File: config.mk
export PLATFORM = sky130hd
export DESIGN_NAME = execute_bru_bco_arbiter_flat
export DESIGN_NICKNAME = d
export VERILOG_FILES = /design/src/rtl/execute_bru_bco_arbiter_if.sv /design/src/rtl/execute_bru_bco_arbiter.sv /design/src/flat_wrapper.sv
export SDC_FILE = /design/constraint.sdc
export NUM_CORES = 1
export LEC_CHECK = 0
export ABC_AREA = 1
export BUFFER_PORTS_ARGS = -buffer_cell sky130_fd_sc_hd__buf_2
export CAP_MARGIN = 5
export CORE_ASPECT_RATIO = 0.8
export CORE_UTILIZATION = 27
export DETAILED_ROUTE_END_ITERATION = 7
export PLACE_DENSITY = 0.54
export SYNTH_ARGS = -nofsm -noshare
export SYNTH_HDL_FRONTEND = slang
export SYNTH_SLANG_ARGS = --single-unit
File: constraint.sdc
create_clock -name clk -period 7.05 [get_ports clk]
set_input_delay 1.0575 -clock clk [delete_from_list [all_inputs] [get_ports clk]]
set_output_delay 1.0575 -clock clk [all_outputs]
set_load 0.01 [all_outputs]
File: src/rtl/execute_bru_bco_arbiter_if.sv
// Branch-predictor update bus: registered valid/ready handshake with the BCO payload
// and its source lane.
interface execute_bru_bco_arbiter_if;
  logic        o_bp_valid;
  logic        i_bp_ready;
  logic [31:0] o_bp_pc;
  logic [1:0]  o_bp_oldpattern;
  logic        o_bp_taken;
  logic [31:0] o_bp_target;
  logic        o_bp_lane;

  modport master (
    output o_bp_valid, o_bp_pc, o_bp_oldpattern, o_bp_taken, o_bp_target, o_bp_lane,
    input  i_bp_ready
  );

  modport slave (
    input  o_bp_valid, o_bp_pc, o_bp_oldpattern, o_bp_taken, o_bp_target, o_bp_lane,
    output i_bp_ready
  );
endinterface

File: src/rtl/execute_bru_bco_arbiter.sv
// Merges branch-commit outcomes from two BRU lanes through per-lane FIFOs and a
// round-robin arbiter onto one registered branch-predictor update port.
module execute_bru_bco_arbiter #(
  parameter int DEPTH       = 4,
  parameter int AFULL_SLACK = 1
) (
  input  logic        clk,
  input  logic        resetn,
  input  logic        i_bco0_valid,
  input  logic [31:0] i_bco0_pc,
  input  logic [1:0]  i_bco0_oldpattern,
  input  logic        i_bco0_taken,
  input  logic [31:0] i_bco0_target,
  input  logic        i_bco1_valid,
  input  logic [31:0] i_bco1_pc,
  input  logic [1:0]  i_bco1_oldpattern,
  input  logic        i_bco1_taken,
  input  logic [31:0] i_bco1_target,
  execute_bru_bco_arbiter_if.master bp,
  output logic        o_lane0_afull,
  output logic        o_lane1_afull,
  output logic        o_overflow
);

  localparam int PW = $clog2(DEPTH);
  localparam int CW = PW + 1;
  localparam logic [CW-1:0] L_DEPTH = CW'(DEPTH);
  localparam logic [CW-1:0] L_SLACK = CW'(AFULL_SLACK);

  typedef struct packed {
    logic [31:0] pc;
    logic [1:0]  oldpattern;
    logic        taken;
    logic [31:0] target;
  } ent_t;

  ent_t          w_in   [2];
  logic          w_vin  [2];
  ent_t          r_mem  [2][DEPTH];
  logic [PW-1:0] r_wr   [2];
  logic [PW-1:0] r_rd   [2];
  logic [CW-1:0] r_cnt  [2];
  logic          w_ne   [2];
  logic          w_push [2];
  logic          w_pop  [2];

  logic r_vld, r_rr, r_lane, r_ovf;
  ent_t r_out;
  logic w_load, w_grant, w_pop_any, w_drop_any;

  assign w_in[0]  = {i_bco0_pc, i_bco0_oldpattern, i_bco0_taken, i_bco0_target};
  assign w_in[1]  = {i_bco1_pc, i_bco1_oldpattern, i_bco1_taken, i_bco1_target};
  assign w_vin[0] = i_bco0_valid;
  assign w_vin[1] = i_bco1_valid;

  // Arbitration only matters on a load cycle; a lone non-empty lane wins outright.
  always_comb begin
    w_load = ~r_vld | bp.i_bp_ready;
    for (int l = 0; l < 2; l++) w_ne[l] = (r_cnt[l] != '0);
    if (w_ne[0] && w_ne[1]) w_grant = r_rr;
    else                    w_grant = ~w_ne[0];
    w_pop[0]  = w_load & w_ne[0] & ~w_grant;
    w_pop[1]  = w_load & w_ne[1] &  w_grant;
    w_pop_any = w_pop[0] | w_pop[1];
    // A full lane still accepts a push when it is drained in the same cycle.
    for (int l = 0; l < 2; l++) w_push[l] = w_vin[l] & ((r_cnt[l] < L_DEPTH) | w_pop[l]);
    w_drop_any = (w_vin[0] & ~w_push[0]) | (w_vin[1] & ~w_push[1]);
  end

  always_ff @(posedge clk or negedge resetn) begin
    if (!resetn) begin
      for (int l = 0; l < 2; l++) begin
        r_cnt[l] <= '0;
        r_wr[l]  <= '0;
        r_rd[l]  <= '0;
      end
      r_vld <= 1'b0;
      r_rr  <= 1'b0;
      r_ovf <= 1'b0;
    end else begin
      for (int l = 0; l < 2; l++) begin
        if (w_push[l]) r_wr[l] <= r_wr[l] + PW'(1);
        if (w_pop[l])  r_rd[l] <= r_rd[l] + PW'(1);
        case ({w_push[l], w_pop[l]})
          2'b10:   r_cnt[l] <= r_cnt[l] + CW'(1);
          2'b01:   r_cnt[l] <= r_cnt[l] - CW'(1);
          default: r_cnt[l] <= r_cnt[l];
        endcase
      end
      if (w_load)     r_vld <= w_pop_any;
      if (w_pop_any)  r_rr  <= ~w_grant;
      if (w_drop_any) r_ovf <= 1'b1;
    end
  end

  // Storage and payload carry no reset; validity is tracked by the counts and r_vld.
  always_ff @(posedge clk) begin
    for (int l = 0; l < 2; l++)
      if (w_push[l]) r_mem[l][r_wr[l]] <= w_in[l];
    if (w_pop_any) begin
      r_out  <= r_mem[w_grant][r_rd[w_grant]];
      r_lane <= w_grant;
    end
  end

  assign bp.o_bp_valid      = r_vld;
  assign bp.o_bp_pc         = r_out.pc;
  assign bp.o_bp_oldpattern = r_out.oldpattern;
  assign bp.o_bp_taken      = r_out.taken;
  assign bp.o_bp_target     = r_out.target;
  assign bp.o_bp_lane       = r_lane;

  assign o_lane0_afull = (L_DEPTH - r_cnt[0]) <= L_SLACK;
  assign o_lane1_afull = (L_DEPTH - r_cnt[1]) <= L_SLACK;
  assign o_overflow    = r_ovf;

endmodule

File: src/flat_wrapper.sv
// flat-port wrapper written by rule: the top's interface ports become plain ports
module execute_bru_bco_arbiter_flat 
#(
  parameter int DEPTH       = 4,
  parameter int AFULL_SLACK = 1
)
  (clk, resetn, i_bco0_valid, i_bco0_pc, i_bco0_oldpattern, i_bco0_taken, i_bco0_target, i_bco1_valid, i_bco1_pc, i_bco1_oldpattern, i_bco1_taken, i_bco1_target, o_lane0_afull, o_lane1_afull, o_overflow, bp_o_bp_valid, bp_o_bp_pc, bp_o_bp_oldpattern, bp_o_bp_taken, bp_o_bp_target, bp_o_bp_lane, bp_i_bp_ready);
  execute_bru_bco_arbiter_if bp_i ();
  input  logic clk;
  input  logic resetn;
  input  logic i_bco0_valid;
  input  logic [31:0] i_bco0_pc;
  input  logic [1:0] i_bco0_oldpattern;
  input  logic i_bco0_taken;
  input  logic [31:0] i_bco0_target;
  input  logic i_bco1_valid;
  input  logic [31:0] i_bco1_pc;
  input  logic [1:0] i_bco1_oldpattern;
  input  logic i_bco1_taken;
  input  logic [31:0] i_bco1_target;
  output logic o_lane0_afull;
  output logic o_lane1_afull;
  output logic o_overflow;
  output wire logic [$bits(bp_i.o_bp_valid)-1:0] bp_o_bp_valid;
  output wire logic [$bits(bp_i.o_bp_pc)-1:0] bp_o_bp_pc;
  output wire logic [$bits(bp_i.o_bp_oldpattern)-1:0] bp_o_bp_oldpattern;
  output wire logic [$bits(bp_i.o_bp_taken)-1:0] bp_o_bp_taken;
  output wire logic [$bits(bp_i.o_bp_target)-1:0] bp_o_bp_target;
  output wire logic [$bits(bp_i.o_bp_lane)-1:0] bp_o_bp_lane;
  input wire logic [$bits(bp_i.i_bp_ready)-1:0] bp_i_bp_ready;
  assign bp_o_bp_valid = bp_i.o_bp_valid;
  assign bp_o_bp_pc = bp_i.o_bp_pc;
  assign bp_o_bp_oldpattern = bp_i.o_bp_oldpattern;
  assign bp_o_bp_taken = bp_i.o_bp_taken;
  assign bp_o_bp_target = bp_i.o_bp_target;
  assign bp_o_bp_lane = bp_i.o_bp_lane;
  assign bp_i.i_bp_ready = bp_i_bp_ready;
  execute_bru_bco_arbiter #(.DEPTH(DEPTH), .AFULL_SLACK(AFULL_SLACK)) u_core (.clk(clk), .resetn(resetn), .i_bco0_valid(i_bco0_valid), .i_bco0_pc(i_bco0_pc), .i_bco0_oldpattern(i_bco0_oldpattern), .i_bco0_taken(i_bco0_taken), .i_bco0_target(i_bco0_target), .i_bco1_valid(i_bco1_valid), .i_bco1_pc(i_bco1_pc), .i_bco1_oldpattern(i_bco1_oldpattern), .i_bco1_taken(i_bco1_taken), .i_bco1_target(i_bco1_target), .bp(bp_i), .o_lane0_afull(o_lane0_afull), .o_lane1_afull(o_lane1_afull), .o_overflow(o_overflow));
endmodule
# ---- After elaboration in Yosys (flattened, before gate mapping)
# Memory sizes are Yosys's and may differ from the RTL's.
# Cells that the tools add are included.
dict set report classes {
  add_sub_neg 10
  magnitude_cmp 10
  eq_ne 4
  muxes 17
  bitwise 22
  n_reduce_logical 7
}
# operator count
set ops {}
lappend ops {{268-bit 2-to-1 mux} 2}
lappend ops {{67-bit demux with 2-bit select} 2}
lappend ops {{67-bit 2-to-1 mux} 4}
lappend ops {{67-bit binary-select mux with 2-bit select} 1}
lappend ops {{3-bit one-hot mux with 2 select lines} 2}
lappend ops {{3-bit >= comparator (second input constant)} 3}
lappend ops {{2-bit NOT with 3-bit output} 3}
lappend ops {{2-bit by 1-bit adder with 2-bit output (second input constant)} 4}
lappend ops {{1-bit bitwise AND} 8}
lappend ops {{3-bit by 1-bit adder with 3-bit output (second input constant)} 2}
lappend ops {{3-bit by 1-bit less-or-equal comparator with 1-bit output (second input constant)} 2}
lappend ops {{3-bit by 1-bit less-than comparator with 1-bit output (second input constant)} 2}
lappend ops {{3-bit less-than comparator (second input constant)} 2}
lappend ops {{2-bit 2-to-1 mux} 3}
lappend ops {{3-bit nonzero test} 2}
lappend ops {{3-bit by 1-bit subtractor with 3-bit output (second input constant)} 2}
lappend ops {{3-bit subtractor (first input constant)} 2}
lappend ops {{1-bit NOT} 5}
lappend ops {{1-bit OR} 5}
lappend ops {{2-bit by 1-bit equality test with 1-bit output (second input constant)} 2}
lappend ops {{2-bit equality test (second input constant)} 2}
lappend ops {{2-bit nonzero test} 2}
lappend ops {{1-bit logical AND} 3}
lappend ops {{1-bit 2-to-1 mux} 3}
lappend ops {{2 further kinds} 2}
dict set report word_totals {
  register_bits 85
  ram_bits 536
  in_bits 139
  output_inout_bits 72
  word_cells 85
  n_memories 1
}
# memory depth width read_ports rd_clocked_by_memory_dff write_ports line
set mem_list {}
lappend mem_list {u_core.r_mem 2 268 1 0 2 execute_bru_bco_arbiter.sv:39} ;# ent_t r_mem [2][DEPTH];

# ---- Longest topological paths before layout
dict set report depth {
  ltp_word 11
  mapped_depth 17
  ltp_nobuf 15
}

# ---- Least setup slack after synthesis
# Ideal clock, no wire load.
dict set report synth_timing {
  kind {register -> register}
  start {register u_core.r_cnt[0] (netlist bit)}
  end {memory u_core.r_mem[1][0] (netlist bit), enable pin}
  setup_time_ps 492
  arrival_ps 4497
  required_time_ps 6558
  path_slack_ps 2061
  path_stages_with_launch 13
  n_path_buf 2
  period_less_slack_ps 4989
  cell_sequence {dfrtp_1 -> inv_1 -> ha_1 -> ha_1 -> inv_2 -> nand2_4 -> nand2_4 -> buf_6 -> buf_6 -> nand3_2 -> nand2_1 -> nand2_2 -> nor2_1}
}
# element line
set synth_rtl {}
lappend synth_rtl {{start, declared} execute_bru_bco_arbiter.sv:42} ;# logic [CW-1:0] r_cnt [2];
lappend synth_rtl {{start signal, assigned by index} execute_bru_bco_arbiter.sv:85} ;# 2'b10: r_cnt[l] <= r_cnt[l] + CW'(1);
lappend synth_rtl {{start signal, assigned by index} execute_bru_bco_arbiter.sv:86} ;# 2'b01: r_cnt[l] <= r_cnt[l] - CW'(1);
lappend synth_rtl {{start signal, assigned by index} execute_bru_bco_arbiter.sv:87} ;# default: r_cnt[l] <= r_cnt[l];
lappend synth_rtl {{end, declared} execute_bru_bco_arbiter.sv:39}

# ---- Worst setup path after layout
dict set report layout_timing {
  start {register u_core.r_cnt[3] (netlist bit)}
  end {register u_core.r_out (netlist bit u_core.bp.o_bp_target[0]), data pin}
}
dict set report layout_between {
  elab_chain_cells 11
  word_cells_on_any_way 13
  cone_classes {7 x mux; 3 x bitwise; 2 x reduce/logical; 1 x memory}
}
# element line
set layout_rtl {}
lappend layout_rtl {{3-bit nonzero test (*)} execute_bru_bco_arbiter.sv:59} ;# for (int l = 0; l < 2; l++) w_ne[l] = (r_cnt[l] != '0);
lappend layout_rtl {{1-bit logical AND / 1-bit NOT (equally long branches)} {execute_bru_bco_arbiter.sv:60, execute_bru_bco_arbiter.sv:61}}
lappend layout_rtl {{1-bit 2-to-1 mux (*)} execute_bru_bco_arbiter.sv:60} ;# if (w_ne[0] && w_ne[1]) w_grant = r_rr;
lappend layout_rtl {{1-bit NOT with 2-bit output (not written as such)} execute_bru_bco_arbiter.sv:101} ;# r_out <= r_mem[w_grant][r_rd[w_grant]];
lappend layout_rtl {{2-bit 2-to-1 mux (not written as such) (3 in series)} execute_bru_bco_arbiter.sv:101}
lappend layout_rtl {{2-bit NOT with 3-bit output (not written as such)} execute_bru_bco_arbiter.sv:101}
lappend layout_rtl {{67-bit binary-select mux with 2-bit select (*)} execute_bru_bco_arbiter.sv:101}
lappend layout_rtl {{67-bit 2-to-1 mux (not written as such) (*) (2 in series)} execute_bru_bco_arbiter.sv:101}
lappend layout_rtl {{end signal, assigned} execute_bru_bco_arbiter.sv:101}
lappend layout_rtl {{end, declared} execute_bru_bco_arbiter.sv:48} ;# ent_t r_out;
# Every way passes the cells marked *; elsewhere a longest branch is shown, timed or not. The select of a mux whose other input is x is not followed.
# A chain may end at the register's enable or synchronous reset.

==> results by group <==
Die
  – Die Height: 277 um
  – Boundary Pins: 211
  – Initial Util: 27.4%
  – Die Wd: 346 um
  – Die Footprint: 0.0959 sq mm
  – Core area: 0.0933 sq mm
  – # rows: 100

Clocking
  – Clock sink count: 621
  – CTS tree: yes
  – Hold_buf cts: 0
  – Post-CTS Setup Bufs: 0
  – Resized Gates After CTS: 0
  – CTS root buffer: clkbuf_16
  – Max Root-Sink Buffers: 3
  – H-tree depth: 3
  – Num CTS Buffers: 67
  – Clk Latency, worst-skew pair: 0.60 ns
  – Clock slew at the register clock pins of the worst setup and hold paths: 0.06 ns

Drt
  – First-pass DRT Iterations: 5
  – Post-route ant nets: 0
  – Wire length per cell: 18.8 um
  – Vias/cell: 4.43
  – Vias: 16,538
  – DRT iter0 DRCs: 1,208
  – Total Wirelength: 70,300 um
  – DRC viols: 0

Yosys
  – Yosys warning count: 0
  – Post-synth EDFFs: 604
  – Post-synth ARST share: 2.74%
  – Mean post-synth cell area: 11.2 sq um
  – Synth top area share: 71.0%
  – #FFs+latches synth: 621
  – Sequential share of the synthesized area: 72.7%
  – Post-synthesis cell type count: 25
  – Cell taking the most area after synthesis: edfxtp_1
  – Post-synthesis cell count: 2,279
  – Dominant synthesized flop cell: edfxtp_1
  – Most common cell in the netlist: nand2_1
  – Syn Nets: 2,438
  – Synth top area cells: edfxtp_1 71%, nand2_1 17%, nand3_1 5.4%, dfrtp_1 1.7%, buf_2 1.5%
  – Synthesized area: 0.0255 sq mm
  – Top post-synthesis cells by count: 1,157 x nand2_1, 604 x edfxtp_1, 277 x nand3_1

Placed design
  – Routability cong.: 0.713
  – IO Port Bufs: 210
  – DP HPWL: 39,900 um
  – Placed insts: 3,612

Critical path
  – Critical path required time: 7.41 ns
  – Worst path max stage delay: 0.80 ns
  – Critical-path top delay cell: o21ai_4
  – Crit path capture type: flop
  – Startpoint Class: flop
  – Worst-path maximum fanout: 135
  – Arr. time, crit path: 5.28 ns
  – Family with the most delay on the worst path: buffers and inverters
  – Crit Path Category: flop to flop
  – Buf+Inv Stages, Crit Path: 4
  – CP cell instances: inv_1 > ha_1 > ha_1 > inv_8 > nand2_8 > o21ai_4 > clkinv_2 > buf_4 > nand2_1 > nand2_1

Cells and area
  – Final core utilization: 32.1%
  – Nets@finish: 2,616
  – Fin cells: 3,731
  – Area grow syn2layout: 17.2%
  – Layout cells sized above 1: 13.8%

Min path
  – Hold Path Class: primary input to async pin

Global routing
  – Vias in the first global route: 16,040
  – First-pass GRT wire length: 104,000 um
  – Total GRT Usage: 14.5%
  – GRT busiest layer: met2
  – Largest net degree at the start of global routing: 136
  – Antenna violations before repair: 13
  – Grt met3 use: 3.00%
  – GRT overflow: 0
  – Global-route track usage on met1: 19.7%
  – Met2 Use GR: 23.5%

STA
  – RSZ-0062 raised after global routing: no
  – Clk_skew: 0.0184 ns
  – Setup violators final: 0
  – Slew HR: 28.3%
  – Final min period: 4.92 ns
  – Slew Viols, Final: 0
  – Least-Margin Pin Slew: 1.08 ns
  – Final-report hold violation count: 0
  – Fmax: 203 MHz
  – Setup TNS Final: 0 ns
  – Fin crit share: 69.8%

Pwr
  – Worst vdd ir: 326 uV
  – Pwr dens: 498 mW/mm^2
  – P_leak: 12.2 nW
  – Design Power: 14.9 mW

Flow run
  – Max-cap violation count: 0

Status
  – Status: finished clean
placed cells by master, fill, tap and decap left out:
cell	n
fa_1	2
edfxtp_1	604
nand3_2	1
diode_2	3
nand2_2	1
clkinv_8	1
o21ai_4	1
nand2_8	2
nor2_4	8
clkbuf_1	18
ha_1	18
clkinv_2	7
inv_8	1
xor2_1	5
clkbuf_16	68
buf_12	1
nand3_1	277
a21oi_1	3
inv_1	27
o21bai_1	2
buf_4	28
nand3b_1	1
dfrtp_1	17
xnor2_1	2
clkinv_1	11
o21a_1	2
o21ai_0	4
nor2_1	10
nand2_4	3
buf_2	210
clkinvlp_4	1
nand2_1	1156
inv_2	1
inv_6	6
bufinv_16	5
state kept, by name, indices dropped and copies added (netlist names):
name                       count
u_core.bp.o_bp_valid           1
u_core.r_rr                    1
u_core.bp.o_bp_taken           1
u_core.o_overflow              1
u_core.r_wr                    4
u_core.r_cnt                   6
u_core.bp.o_bp_target         32
u_core.bp.o_bp_pc             32
u_core.r_rd                    4
u_core.bp.o_bp_oldpattern      2
u_core.bp.o_bp_lane            1
u_core.r_mem                 536
layer usage:
| metal | up-vias | routed length [um] |
|---|---|---|
| li1 | 8032 | - |
| met1 | 7939 | 32300 |
| met2 | 447 | 32800 |
| met3 | 110 | 3840 |
| met4 | 10 | 1340 |
| met5 | - | 59 |
cell families after synthesis:
kind of cell	after synthesis	share of synthesized area, %
simple gates	1459	22.9
compound gates	12	0.289
xor+xnor	7	0.240
buf+inv	160	2.84
flops	621	72.7
fa+ha+maj	20	1.04
report_power, final:
part           switching [mW]  internal (mW)  total [mW]
clock network            1.44           1.96        3.41
logic                    4.40           1.60        6.00
registers               0.284           5.22        5.51
worst paths after layout:
kind                                        start                       end  slack, ns  cells past startpoint
worst max-delay path              u_core.r_cnt[3]  u_core.bp.o_bp_target[0]       2.13                     10
worst min-delay path                       resetn           u_core.r_cnt[3]       0.39                      1
worst max register to register    u_core.r_cnt[3]  u_core.bp.o_bp_target[0]       2.13                     10
worst min register to register  u_core.o_overflow         u_core.o_overflow       0.51                      1
max in group asynchronous                  resetn            u_core.r_wr[0]       6.35                      1
min in group clk                u_core.o_overflow         u_core.o_overflow       0.51                      1
final cells by class:
class	count	area, sq um
diodes	3	7.51
clock buffers	86	1770
clock inverters	30	298
fillers	9431	63400
inverters	30	121
multi-input cells	1498	6360
flip-flops and latches	621	18600
well taps	1224	1530
repair buffers	239	1280
worst register-to-register path: stages, from the launching register on:
cell      delay [ns]
dfrtp_1         0.47
inv_1           0.07
ha_1            0.22
ha_1            0.27
inv_8           0.50
nand2_8         0.63
o21ai_4         0.90
clkinv_2        0.78
buf_4           0.59
nand2_1         0.18
nand2_1         0.07
through the flow:
step | setup slack (ns) | hold slack, ns | area (sq um)
after floorplan | 2.06 | 0.442 | 25500
after global placement | 2.11 | 0.501 | 27900
after detailed placement | 1.97 | 0.499 | 27900
after CTS | 1.95 | 0.359 | 29900
after global routing | 1.73 | 0.391 | 29900
final | 2.13 | 0.389 | 29900
(Power assumes the default switching activity.)
